### config.mk
export PLATFORM = sky130hd
export DESIGN_NAME = fetch_unit
export DESIGN_NICKNAME = d
export VERILOG_FILES = /design/src/rtl/ctrl_pkg.sv /design/src/rtl/fetch_unit.sv
export SDC_FILE = /design/constraint.sdc
export NUM_CORES = 1
export LEC_CHECK = 0
export ABC_AREA = 1
export BUFFER_PORTS_ARGS = -buffer_cell sky130_fd_sc_hd__buf_2
export CAP_MARGIN = 20
export CORE_MARGIN = 1.5
export CORE_UTILIZATION = 52
export DETAILED_ROUTE_END_ITERATION = 10
export GPL_TIMING_DRIVEN = 0
export PLACE_DENSITY = 0.91
export RECOVER_POWER = 100
export SLEW_MARGIN = 10
export SYNTH_ARGS = -nofsm -noshare
export SYNTH_HDL_FRONTEND = slang
export SYNTH_SLANG_ARGS = --single-unit
### constraint.sdc
create_clock -name clk -period 4.1 [get_ports clk]
set_input_delay 0.82 -clock clk [delete_from_list [all_inputs] [get_ports clk]]
set_output_delay 0.82 -clock clk [all_outputs]
set_load 0.01 [all_outputs]
### src/rtl/ctrl_pkg.sv
// Shared definitions for the controller / fetch-unit handshake:
// state encodings, the NOP instruction word and default bus widths.
package ctrl_pkg;

  localparam int DEF_AW = 8;
  localparam int DEF_DW = 16;

  // Kept as plain 2-bit constants so older blocks that compare raw state values still match.
  localparam logic [1:0] IDLE    = 2'd0;
  localparam logic [1:0] RD_WAIT = 2'd1;
  localparam logic [1:0] RI_DONE = 2'd2;
  localparam logic [1:0] PC_DONE = 2'd3;

  localparam logic [DEF_DW-1:0] NOP = '0;

endpackage : ctrl_pkg

### src/rtl/fetch_unit.sv
// Fetch/count responder: owns PC and IR, reads instruction memory with a
// bounded wait on mem_ready, and answers the controller with fim_ri / fim_pc.
module fetch_unit
  import ctrl_pkg::*;
#(
  parameter int AW  = DEF_AW,
  parameter int DW  = DEF_DW,
  parameter int TMO = 15
) (
  input  logic          clk,
  input  logic          rst,
  input  logic          hab_ri,
  input  logic          hab_pc,
  input  logic          jump_en,
  input  logic [AW-1:0] jump_addr,
  input  logic [DW-1:0] mem_rdata,
  input  logic          mem_ready,
  output logic [AW-1:0] mem_addr,
  output logic          mem_rd,
  output logic [DW-1:0] instr,
  output logic [AW-1:0] pc,
  output logic          fim_ri,
  output logic          fim_pc,
  output logic          err
);

  localparam int            CW      = $clog2(TMO + 1);
  localparam logic [CW-1:0] CNT_MAX = CW'(TMO);

  logic [1:0]    state_reg, state_next;
  logic [AW-1:0] pc_reg, pc_next;
  logic [DW-1:0] instr_reg, instr_next;
  logic [CW-1:0] cnt_reg, cnt_next;
  logic          err_reg, err_next;

  always_comb begin
    state_next = state_reg;
    pc_next    = pc_reg;
    instr_next = instr_reg;
    cnt_next   = cnt_reg;
    err_next   = err_reg;

    case (state_reg)
      IDLE: begin
        // A fetch request outranks a simultaneous count request.
        if (hab_ri) begin
          state_next = RD_WAIT;
          cnt_next   = '0;
        end else if (hab_pc) begin
          state_next = PC_DONE;
          pc_next    = jump_en ? jump_addr : pc_reg + AW'(1);
        end
      end

      RD_WAIT: begin
        // Data arriving on the timeout cycle still wins over the abort.
        if (mem_ready) begin
          instr_next = mem_rdata;
          state_next = RI_DONE;
        end else if (cnt_reg == CNT_MAX) begin
          instr_next = DW'(NOP);
          err_next   = 1'b1;
          state_next = RI_DONE;
        end else begin
          cnt_next = cnt_reg + CW'(1);
        end
      end

      RI_DONE: begin
        if (!hab_ri) begin
          state_next = IDLE;
        end
      end

      PC_DONE: begin
        if (!hab_pc) begin
          state_next = IDLE;
        end
      end

      default: begin
        state_next = IDLE;
      end
    endcase
  end

  always_ff @(posedge clk or posedge rst) begin
    if (rst) begin
      state_reg <= IDLE;
      pc_reg    <= '0;
      instr_reg <= '0;
      cnt_reg   <= '0;
      err_reg   <= 1'b0;
    end else begin
      state_reg <= state_next;
      pc_reg    <= pc_next;
      instr_reg <= instr_next;
      cnt_reg   <= cnt_next;
      err_reg   <= err_next;
    end
  end

  // Handshake outputs are pure state decodes so reset clears them at once.
  assign mem_rd   = (state_reg == RD_WAIT);
  assign fim_ri   = (state_reg == RI_DONE);
  assign fim_pc   = (state_reg == PC_DONE);
  assign mem_addr = pc_reg;
  assign pc       = pc_reg;
  assign instr    = instr_reg;
  assign err      = err_reg;

endmodule : fetch_unit

Yosys cells after proc, flatten, opt, wreduce, memory -nomap -nowiden --
Index checks and enable logic that the tools add are counted.
Word-level totals: register bits after elaboration 31, input port bits 30, output and inout bits 36, word-level logic and storage cells 42
Operators by class: add/subtract/negate cells 2, eq/ne operators 11, multiplexer cells 14, bitwise operators 2, reductions and logical operators 8
Operators by type and width (count):
- $mux 16 | 2
- $mux 2 | 6
- $mux 4 | 3
- $ne 2x2->1 const B | 5
- $add 8x1->8 const B | 1
- $mux 8 | 1
- $pmux 2 s4 | 1
- $pmux 4 s2 | 1
- $reduce_and 4->1 | 2
- $reduce_and 3->1 | 2
- $add 4x1->4 const B | 1
- $eq 2x2->1 const B | 2
- $eq 4x4->1 const B | 1
- $reduce_bool 2->1 | 2
- $ne 3x2->1 const B | 1
- $ne 3x3->1 const B | 1
- $eq 2x1->1 const B | 1
- $logic_not 2->1 | 1
- $not 1->1 | 2
- $reduce_and 2->1 | 1

Logic depth before layout (Yosys ltp) --
Gate-level depths: netlist of the first run.
word-level depth 4, gate-level depth with buffers 8, mapped depth without buffers 8

Worst setup path before layout of the first run --
Ideal clock, no wire load.
path type flip-flop to output port, from register state_reg[1], to output port mem_rd, arrival time 797 ps, required time 3280 ps, path slack 2483 ps, stages on the path, launching flop included 3, path buffers 1, path through dfrtp_1 > nor2_4 > buf_2
Between the ends: cells in the longest elaborated chain, start to end 1
RTL lines:
- start, declared | RTL line fetch_unit.sv:30 | logic [1:0] state_reg, state_next;
- start signal, assigned | RTL line fetch_unit.sv:95 | state_reg <= state_next;
- $eq 2x1->1 | RTL line fetch_unit.sv:104 | assign mem_rd = (state_reg == RD_WAIT);
- end, declared | RTL line fetch_unit.sv:19 | output logic mem_rd,
No other way between the ends.

Worst setup path after layout of the first run --
from register state_reg[0], to output port mem_rd
The elaborated chain is that of the path after synthesis.

==> impl_metrics.tcl, run 1 <==
set metrics [dict create \
    grt_start_max_net_pins 17 \
    num_io_pins 66 \
    drcViolationCount 0 \
    flow.area_growth_from_synthesis_pct 19.1 \
    synth_top_flop_cell "dfrtp_1" \
    cp_top_family "buffers and inverters" \
    port-buffer-count 64 \
    critical_path.max_stage_delay_ns 0.44 \
    max_cap_viol_count 0 \
    final_min_period_over_clock_period 0.586 \
    clkTransAtPathRegs_ns 0.09 \
    drt_first_pass_iters 4 \
    design.die.area_sq_um 3670 \
    synth_top_cell_by_area "dfrtp_1" \
    synth.cell_area_sq_um 1720 \
    grt_first_pass_wirelength_um 6240 \
    fin_nets 324 \
    diodes 0 \
    ys_seq_elements 31 \
    worstPathArrival_ns 1.58 \
    globalplace.congestion 0.892 \
    crit_type "flop to primary output" \
    timing.fmax_mhz 416 \
    timing.final.hold_violations 0 \
    yosys.area.top_type_share 0.450 \
    start_kind "flop" \
    max-clock-path-buffers 2 \
    grt_overflow_total 0 \
    first_global_vias 1553 \
    rsz0062_at_grt "no" \
    run_status "finished, final reports clean" \
    worstPathCellList "inv_2 -> nor2_4 -> clkbuf_1 -> buf_2" \
    viasPerCell 4.90 \
    yosys.cell_types.count 26 \
    start_util 0.556 \
    clock_latency_on_the_worst_skew_pair_ns 0.33 \
    crit_path_top_delay_cell "dfrtp_1" \
    ir_worst_vdd_mv 0.341 \
    timing.final.setup_violations 0 \
    detailed_place_hpwl_um 2920 \
    largest_register_ffs 16 \
    hold_buffers 0 \
    grt_antenna_before_repair 0 \
    cts_made_buffers 5 \
    mostFrequentLayoutCell "nand2_1" \
    cts.root.buffer_cell "clkbuf_4" \
    placement_rows 20 \
    hold_path.class "flop to flop" \
    postCtsSetupBuffers 0 \
    cp_data_required_time_ns 3.28 \
    fin_worst_hold_slack_ns 0.479 \
    grt_usage 0.231 \
    initialDrtViolationCount 97 \
    timing.clock.skew_ns 0.00338 \
    largest_cells_by_area_after_synthesis "dfrtp_1 45%, nand2_1 9.6%, nand3_1 9.3%" \
    layout_cell_share_with_drive_strength_beyond_1 0.205 \
    power-per-cell-area_nw_per_um2 663 \
    layout.cells.most_common_list "46 x nand2_1, 40 x buf_2, 34 x inv_1" \
    clock_sink_count 31 \
    setup_crit_end_kind "primary output" \
    vias 1647 \
    die_span_in_y_um 60.6 \
    power.static_leakage_nw 1.06 \
    postSynthAreaPerCell_sq_um 7.84 \
    synth_async_sr_flop_share 1.00 \
    wl_per_cell_um 11.4 \
    postSynthCellCount 220 \
    synth_fp_nets 252 \
    fin_setup_tns_ns 0 \
    synth_edf_count 0 \
    postRouteWirelength_um 3830 \
    path_max_fanout 10 \
    cts_tree "done" \
    cts.htree.levels 2 \
    path_buf_inv 3 \
    report.final.slew_viol_count 0 \
    coreArea_sq_um 3100 \
    final_antenna_net_count 0 \
    ys_warn_count 0 \
    synth.yosys.seq_area_share 0.450 \
    layout_min_cycle_time_ns 2.40 \
    worst_pin_slew_ns 0.837 \
    chipWidth_um 60.6 \
    quantity_of_gates_resized_following_cts 0 \
    timing.slew.headroom 0.442 \
]
==> report_power, final <==
part | total, W | switching (W) | internal [W]
registers | 0.000554 | 0.000121 | 0.000433
clock network | 0.000181 | 0.000102 | 0.0000793
logic | 0.000626 | 0.000378 | 0.000248
==> kinds of logic (layout without fill, tap and decap cells) <==
group | Yosys count | after routing | share of synthesized area
AND/OR/NAND/NOR | 102 | 102 | 0.266
flip-flops | 31 | 31 | 0.450
buffers and inverters | 50 | 122 | 0.134
AO/OA/AOI/OAI | 35 | 35 | 0.136
adder cells (fa/ha/maj) | 2 | 2 | 0.0145
==> metrics by stage <==
step	worst slack (ns)	instance area [sq um]	total power [W]	util	cells
after CTS	1.86	2180	0.00146	0.704	336
final	1.70	2050	0.00136	0.662	336
after global routing	1.57	2050	0.00150	0.662	336
after detailed placement	2.24	2130	0.00128	0.685	329
after floorplan	2.48	1720	0.00102	-	220
after global placement	2.17	2100	0.00124	0.677	328
==> final timing paths <==
path,cells past startpoint,slack (ns),endpoint,from
max,4,1.70,mem_rd,state_reg[0]$_DFFE_PP0P_
min,1,0.48,err$_DFFE_PP0P_,err$_DFFE_PP0P_
max reg2reg,7,1.96,instr[3]$_DFFE_PP0P_,cnt_reg[0]$_DFFE_PP0P_
min reg2reg,1,0.48,err$_DFFE_PP0P_,err$_DFFE_PP0P_
max in group asynchronous,3,2.41,state_reg[1]$_DFFE_PP0P_,rst
min in group asynchronous,2,0.54,instr[13]$_DFFE_PP0P_,rst
==> cell usage after synthesis (all sizes together), types with 2 or more instances <==
master,count
a21oi,5
nand2,46
o21ai,26
ha,2
buf,13
o21a,2
inv,36
nand3,32
dfrtp,31
nor2,20
==> layer usage <==
metal / vias up / wire [um] / track usage
li1: 836 / - / -
met1: 737 / 1660 / 0.280
met2: 70 / 1850 / 0.384
met3: 4 / 277 / 0.0533
met4: 0 / 40 / 0.121
met5: - / 0 / 0
==> cell type report <==
| cell class | instances | area, sq um |
|---|---|---|
| Buffer | 14 | 86.3 |
| Clock buffer | 6 | 51.3 |
| Clock inverter | 1 | 5.00 |
| Fill cell | 330 | 1050 |
| Inverter | 36 | 135 |
| Multi-Input combinational cell | 139 | 654 |
| Sequential cell | 31 | 776 |
| Tap cell | 44 | 55.1 |
| Timing Repair Buffer | 65 | 290 |
Note: power is estimated with default switching activity, not from simulation.
==> run 2: changes to the inputs <==
CORE_UTILIZATION = 44   (was 52)
PLACE_DENSITY = 0.83   (was 0.91)
clock period = 2 ns   (was 4.1 ns; I/O delays follow)
==> run 2 against run 1 <==
Effect of this change: cell area grew 2.9%; combinational power grew 110%; power grew 110%; via count grew 1.5%; global-route usage shrank 4.5 points; worst setup slack lost 1.5 ns; wire length shrank 3.7%; sequential power grew 110%.
==> impl_metrics.tcl, run 2 (synthesis results as in run 1) <==
set metrics [dict create \
    postCtsSetupBuffers 0 \
    clkTransAtPathRegs_ns 0.07 \
    hold_buffers 0 \
    critPathLaunch "state_reg[0]$_DFFE_PP0P_" \
    grt_antenna_before_repair 0 \
    worst_pin_slew_ns 0.938 \
    cts.htree.levels 2 \
    final_design_area_no_fill_sq_um 2110 \
    critical_path.max_stage_delay_ns 0.44 \
    final_min_period_over_clock_period 0.887 \
    coreArea_sq_um 3720 \
    crit_path_top_delay_cell "dfrtp_1" \
    worstPathCellList "inv_2 -> nor2_4 -> clkbuf_2 -> buf_2" \
    path_max_fanout 10 \
    chipWidth_um 65.6 \
    timing.slew.headroom 0.375 \
    report.final.slew_viol_count 0 \
    cts_tree "done" \
    cts_made_buffers 5 \
    timing.fmax_mhz 564 \
    net-switching-power_w 0.00126 \
    clock_latency_on_the_worst_skew_pair_ns 0.28 \
    timing.clock.skew_ns 0.00549 \
    num_io_pins 66 \
    diodes 0 \
    wl_per_cell_um 10.8 \
    max-clock-path-buffers 2 \
    globalplace.congestion 0.806 \
    worstPathArrival_ns 1.37 \
    dpl_cell_area_sq_um 2130 \
    timing.final.hold_violations 0 \
    grt_start_max_net_pins 19 \
    max_cap_viol_count 0 \
    critical_path.reg2reg.startpoint "cnt_reg[0]$_DFFE_PP0P_" \
    clock_sink_count 31 \
    p_sw_frac 0.434 \
    final.setup.worst_slack_ns 0.227 \
    clkPwrFrac 0.159 \
    port-buffer-count 64 \
    cts.root.buffer_cell "clkbuf_8" \
    timing.final.setup_violations 0 \
    power.static_leakage_nw 1.09 \
    grt_overflow_total 0 \
    cp_data_required_time_ns 1.60 \
    design.die.area_sq_um 4300 \
    viasPerCell 4.90 \
    postRouteWirelength_um 3690 \
    grt_usage 0.186 \
    drcViolationCount 0 \
    crit_type "flop to primary output" \
    rsz0062_at_grt "no" \
    mostFrequentLayoutCell "nand2_1" \
    hold_path.class "input pin to asynchronous set/reset pin" \
    run_status "finished, final reports clean" \
    start_kind "flop" \
    largest_register_ffs 16 \
    power.internal_w 0.00165 \
    stdcell_count 341 \
    quantity_of_gates_resized_following_cts 0 \
    layout_min_cycle_time_ns 1.77 \
    fin_setup_tns_ns 0 \
    final_antenna_net_count 0 \
    place.detailed.instances 333 \
    dpl_worst_slack_ns 0.479 \
    power.share.combinational 0.449 \
    layout_cell_share_with_drive_strength_beyond_1 0.222 \
    placement_rows 22 \
    ir_worst_vdd_mv 0.700 \
    start_util 0.464 \
    drt_first_pass_iters 4 \
    die_span_in_y_um 65.6 \
    setup_crit_end_kind "primary output" \
    fin_nets 324 \
    initialDrtViolationCount 69 \
    layout.cells.most_common_list "46 x nand2_1, 39 x buf_2, 34 x inv_1" \
    vias 1671 \
    detailed_place_hpwl_um 2890 \
    seq_power_share 0.392 \
    flow.area_growth_from_synthesis_pct 22.6 \
    power-per-cell-area_nw_per_um2 1380 \
    grt_first_pass_wirelength_um 6220 \
    first_global_vias 1500 \
]
[run 2: final cells by class]
type,instances,area [sq um]
Sequential cell,31,776
Tap cell,48,60.1
Timing Repair Buffer,65,289
Clock inverter,3,15.0
Buffer,14,88.8
Multi-Input combinational cell,139,681
Clock buffer,5,68.8
Inverter,36,135
Fill cell,376,1600
[run 2: power by group through the flow]
stage	Sequential (W)	Clock (W)	Combinational [W]
after floorplan	0.00121	0	0.000873
after global placement	0.00113	0	0.00143
after detailed placement	0.00113	0	0.00149
after CTS	0.00113	0.000473	0.00149
after global routing	0.00118	0.000510	0.00149
final	0.00114	0.000463	0.00131
[run 2: worst max-delay path, delay by kind of cell (launching register included)]
family                 cells  cell delay (ns)
buffers and inverters      3             0.51
and+or+nand+nor            1             0.15
DFF                        1             0.44
[run 2: path summary, 6_finish.rpt]
kind,endpoint,slack (ns),cells past startpoint
setup / recovery,mem_rd,0.23,4
setup reg to reg,instr[1]$_DFFE_PP0P_,0.30,7
hold / removal,instr[12]$_DFFE_PP0P_,0.13,2
min in group clk,instr[7]$_DFFE_PP0P_,0.35,3
hold reg to reg,err$_DFFE_PP0P_,0.49,1
max in group asynchronous,cnt_reg[1]$_DFFE_PP0P_,0.65,3
[run 2: per-stage QoR]
step	utilization	total power, W	hold slack [ns]
final	0.569	0.00291	0.135
after global routing	0.569	0.00318	0.177
after CTS	0.596	0.00309	0.195
after detailed placement	0.574	0.00262	0.462
after global placement	0.566	0.00255	0.460
after floorplan	-	0.00209	0.480
[run 2: per-layer routing]
metal,global-route usage,part of all wire,vias to the layer above
met2,0.316,0.47,60
met3,0.0445,0.070,7
met4,0.0729,0.015,0
met5,0,0,-
li1,-,-,833
met1,0.228,0.44,771
==> run 3: changes to the inputs <==
==> constraint.sdc (replaced) <==
create_clock -name clk -period 2 [get_ports clk]
set_input_delay 0.3 -clock clk [delete_from_list [all_inputs] [get_ports clk]]
set_output_delay 0.3 -clock clk [all_outputs]
set_load 0.01 [all_outputs]
==> run 3 against run 2 <==
Effect of this change: hold slack worse by 0.10 ns; largest cell class unchanged; cell area grew 0.12%; sequential share of layout area about the same; global-route usage unchanged; worst setup slack gained 0.12 ns.
==> impl_metrics.tcl, run 3 (synthesis results as in run 1) <==
set metrics [dict create \
    timing.slew.headroom 0.375 \
    viasPerCell 4.90 \
    postRouteWirelength_um 3710 \
    coreArea_sq_um 3720 \
    largest_register_ffs 16 \
    final_min_period_over_clock_period 0.826 \
    cts_tree "done" \
    initialDrtViolationCount 86 \
    hold_path.class "input pin to asynchronous set/reset pin" \
    fin_setup_tns_ns 0 \
    cts_made_buffers 5 \
    design.die.area_sq_um 4300 \
    crit_top_cell "buf_2" \
    worstPathArrival_ns 1.35 \
    drt_first_pass_iters 4 \
    grt_overflow_total 0 \
    layout_cell_share_with_drive_strength_beyond_1 0.218 \
    postCtsSetupBuffers 0 \
    crit_type "flop to primary output" \
    power-per-cell-area_nw_per_um2 1380 \
    grt_first_pass_wirelength_um 6220 \
    grt_usage 0.186 \
    timing.clock.skew_ns 0.00436 \
    port-buffer-count 64 \
    report.final.slew_viol_count 0 \
    power.static_leakage_nw 1.09 \
    timing.fmax_mhz 605 \
    critical_path.max_stage_delay_ns 0.44 \
    timing.final.hold_violations 0 \
    final.setup.worst_slack_ns 0.348 \
    clock_latency_on_the_worst_skew_pair_ns 0.28 \
    quantity_of_gates_resized_following_cts 0 \
    final_antenna_net_count 0 \
    flow.area_growth_from_synthesis_pct 22.7 \
    start_kind "flop" \
    run_status "finished, final reports clean" \
    timing.reg2reg.setup_slack_ns 0.41 \
    grt_antenna_before_repair 0 \
    final_design_area_no_fill_sq_um 2120 \
    grt_start_max_net_pins 19 \
    worstPathCellList "inv_2 -> nor2_4 -> buf_2 -> buf_2" \
    hold_buffers 0 \
    path_max_fanout 10 \
    timing.final.setup_violations 0 \
    first_global_vias 1500 \
    setup_crit_end_kind "primary output" \
    die_span_in_y_um 65.6 \
    fin_nets 324 \
    drcViolationCount 0 \
    max-clock-path-buffers 2 \
    dpl_worst_slack_ns 0.479 \
    ir_worst_vdd_mv 0.703 \
    mostFrequentLayoutCell "nand2_1" \
    crit_path_top_delay_cell "dfrtp_1" \
    placement_rows 22 \
    clkTransAtPathRegs_ns 0.06 \
    vias 1672 \
    wl_per_cell_um 10.9 \
    num_io_pins 66 \
    chipWidth_um 65.6 \
    globalplace.congestion 0.806 \
    start_util 0.464 \
    layout.cells.most_common_list "46 x nand2_1, 40 x buf_2, 34 x inv_1" \
    rsz0062_at_grt "no" \
    critical_path.reg2reg.startpoint "cnt_reg[0]$_DFFE_PP0P_" \
    detailed_place_hpwl_um 2890 \
    worst-r2r-cell-count 7 \
    diodes 0 \
    layout_min_cycle_time_ns 1.65 \
    worst_pin_slew_ns 0.937 \
    rr_endpoint "instr[0]$_DFFE_PP0P_" \
    max_cap_viol_count 0 \
    cts.root.buffer_cell "clkbuf_8" \
    cts.htree.levels 2 \
    cp_data_required_time_ns 1.70 \
    clock_sink_count 31 \
    dpl_cell_area_sq_um 2130 \
]
## run 3: changes by cell type in the layout (fill, tap and decap cells not counted), sizes merged
cell    change
buf         +2
clkbuf      -2
## run 3: area by class of cell
| cell class | instances | area (sq um) |
|---|---|---|
| Timing Repair Buffer | 65 | 289 |
| Multi-Input combinational cell | 139 | 677 |
| Fill cell | 376 | 1600 |
| Clock buffer | 5 | 68.8 |
| Clock inverter | 3 | 15.0 |
| Tap cell | 48 | 60.1 |
| Sequential cell | 31 | 776 |
| Inverter | 36 | 135 |
| Buffer | 14 | 95.1 |
## run 3: worst max path at each step
stage                                         from              endpoint  slack, ns  depth (start not counted)
after floorplan             cnt_reg[0]$_DFFE_PP0P_  instr[0]$_DFFE_PP0P_       0.66                          7
after global placement      cnt_reg[0]$_DFFE_PP0P_  instr[0]$_DFFE_PP0P_       0.52                          7
after detailed placement    cnt_reg[0]$_DFFE_PP0P_  instr[1]$_DFFE_PP0P_       0.48                          7
after CTS                 state_reg[0]$_DFFE_PP0P_                mem_rd       0.34                          4
after global routing      state_reg[0]$_DFFE_PP0P_                mem_rd       0.25                          4
final                     state_reg[0]$_DFFE_PP0P_                mem_rd       0.35                          4
## run 3: metal layers
metal / GRT usage / vias to the layer above / wire length, um
met3: 0.0445 / 7 / 260
met2: 0.316 / 63 / 1730
met1: 0.228 / 768 / 1660
li1: - / 834 / -
met4: 0.0729 / 0 / 55
met5: 0 / - / 0
## run 3: report_power, final
group          internal (W)  switching, W  leakage (nW)  total [W]
logic              0.000523      0.000785         0.651    0.00131
registers          0.000890      0.000251         0.390    0.00114
clock network      0.000237      0.000226        0.0477   0.000464
## run 3: metrics by stage
stage,utilization,total power [W],cells,hold slack (ns)
final,0.569,0.00291,341,0.0344
after global routing,0.569,0.00318,341,0.0768
after floorplan,-,0.00209,220,0.404
after global placement,0.566,0.00255,332,0.460
after CTS,0.596,0.00309,341,0.0947
after detailed placement,0.574,0.00262,333,0.400
## run 3: critical path: cells and delay by family (launching register included)
kind,cells,cell delay [ns]
buf+inv,3,0.48
flops,1,0.44
simple gates,1,0.14
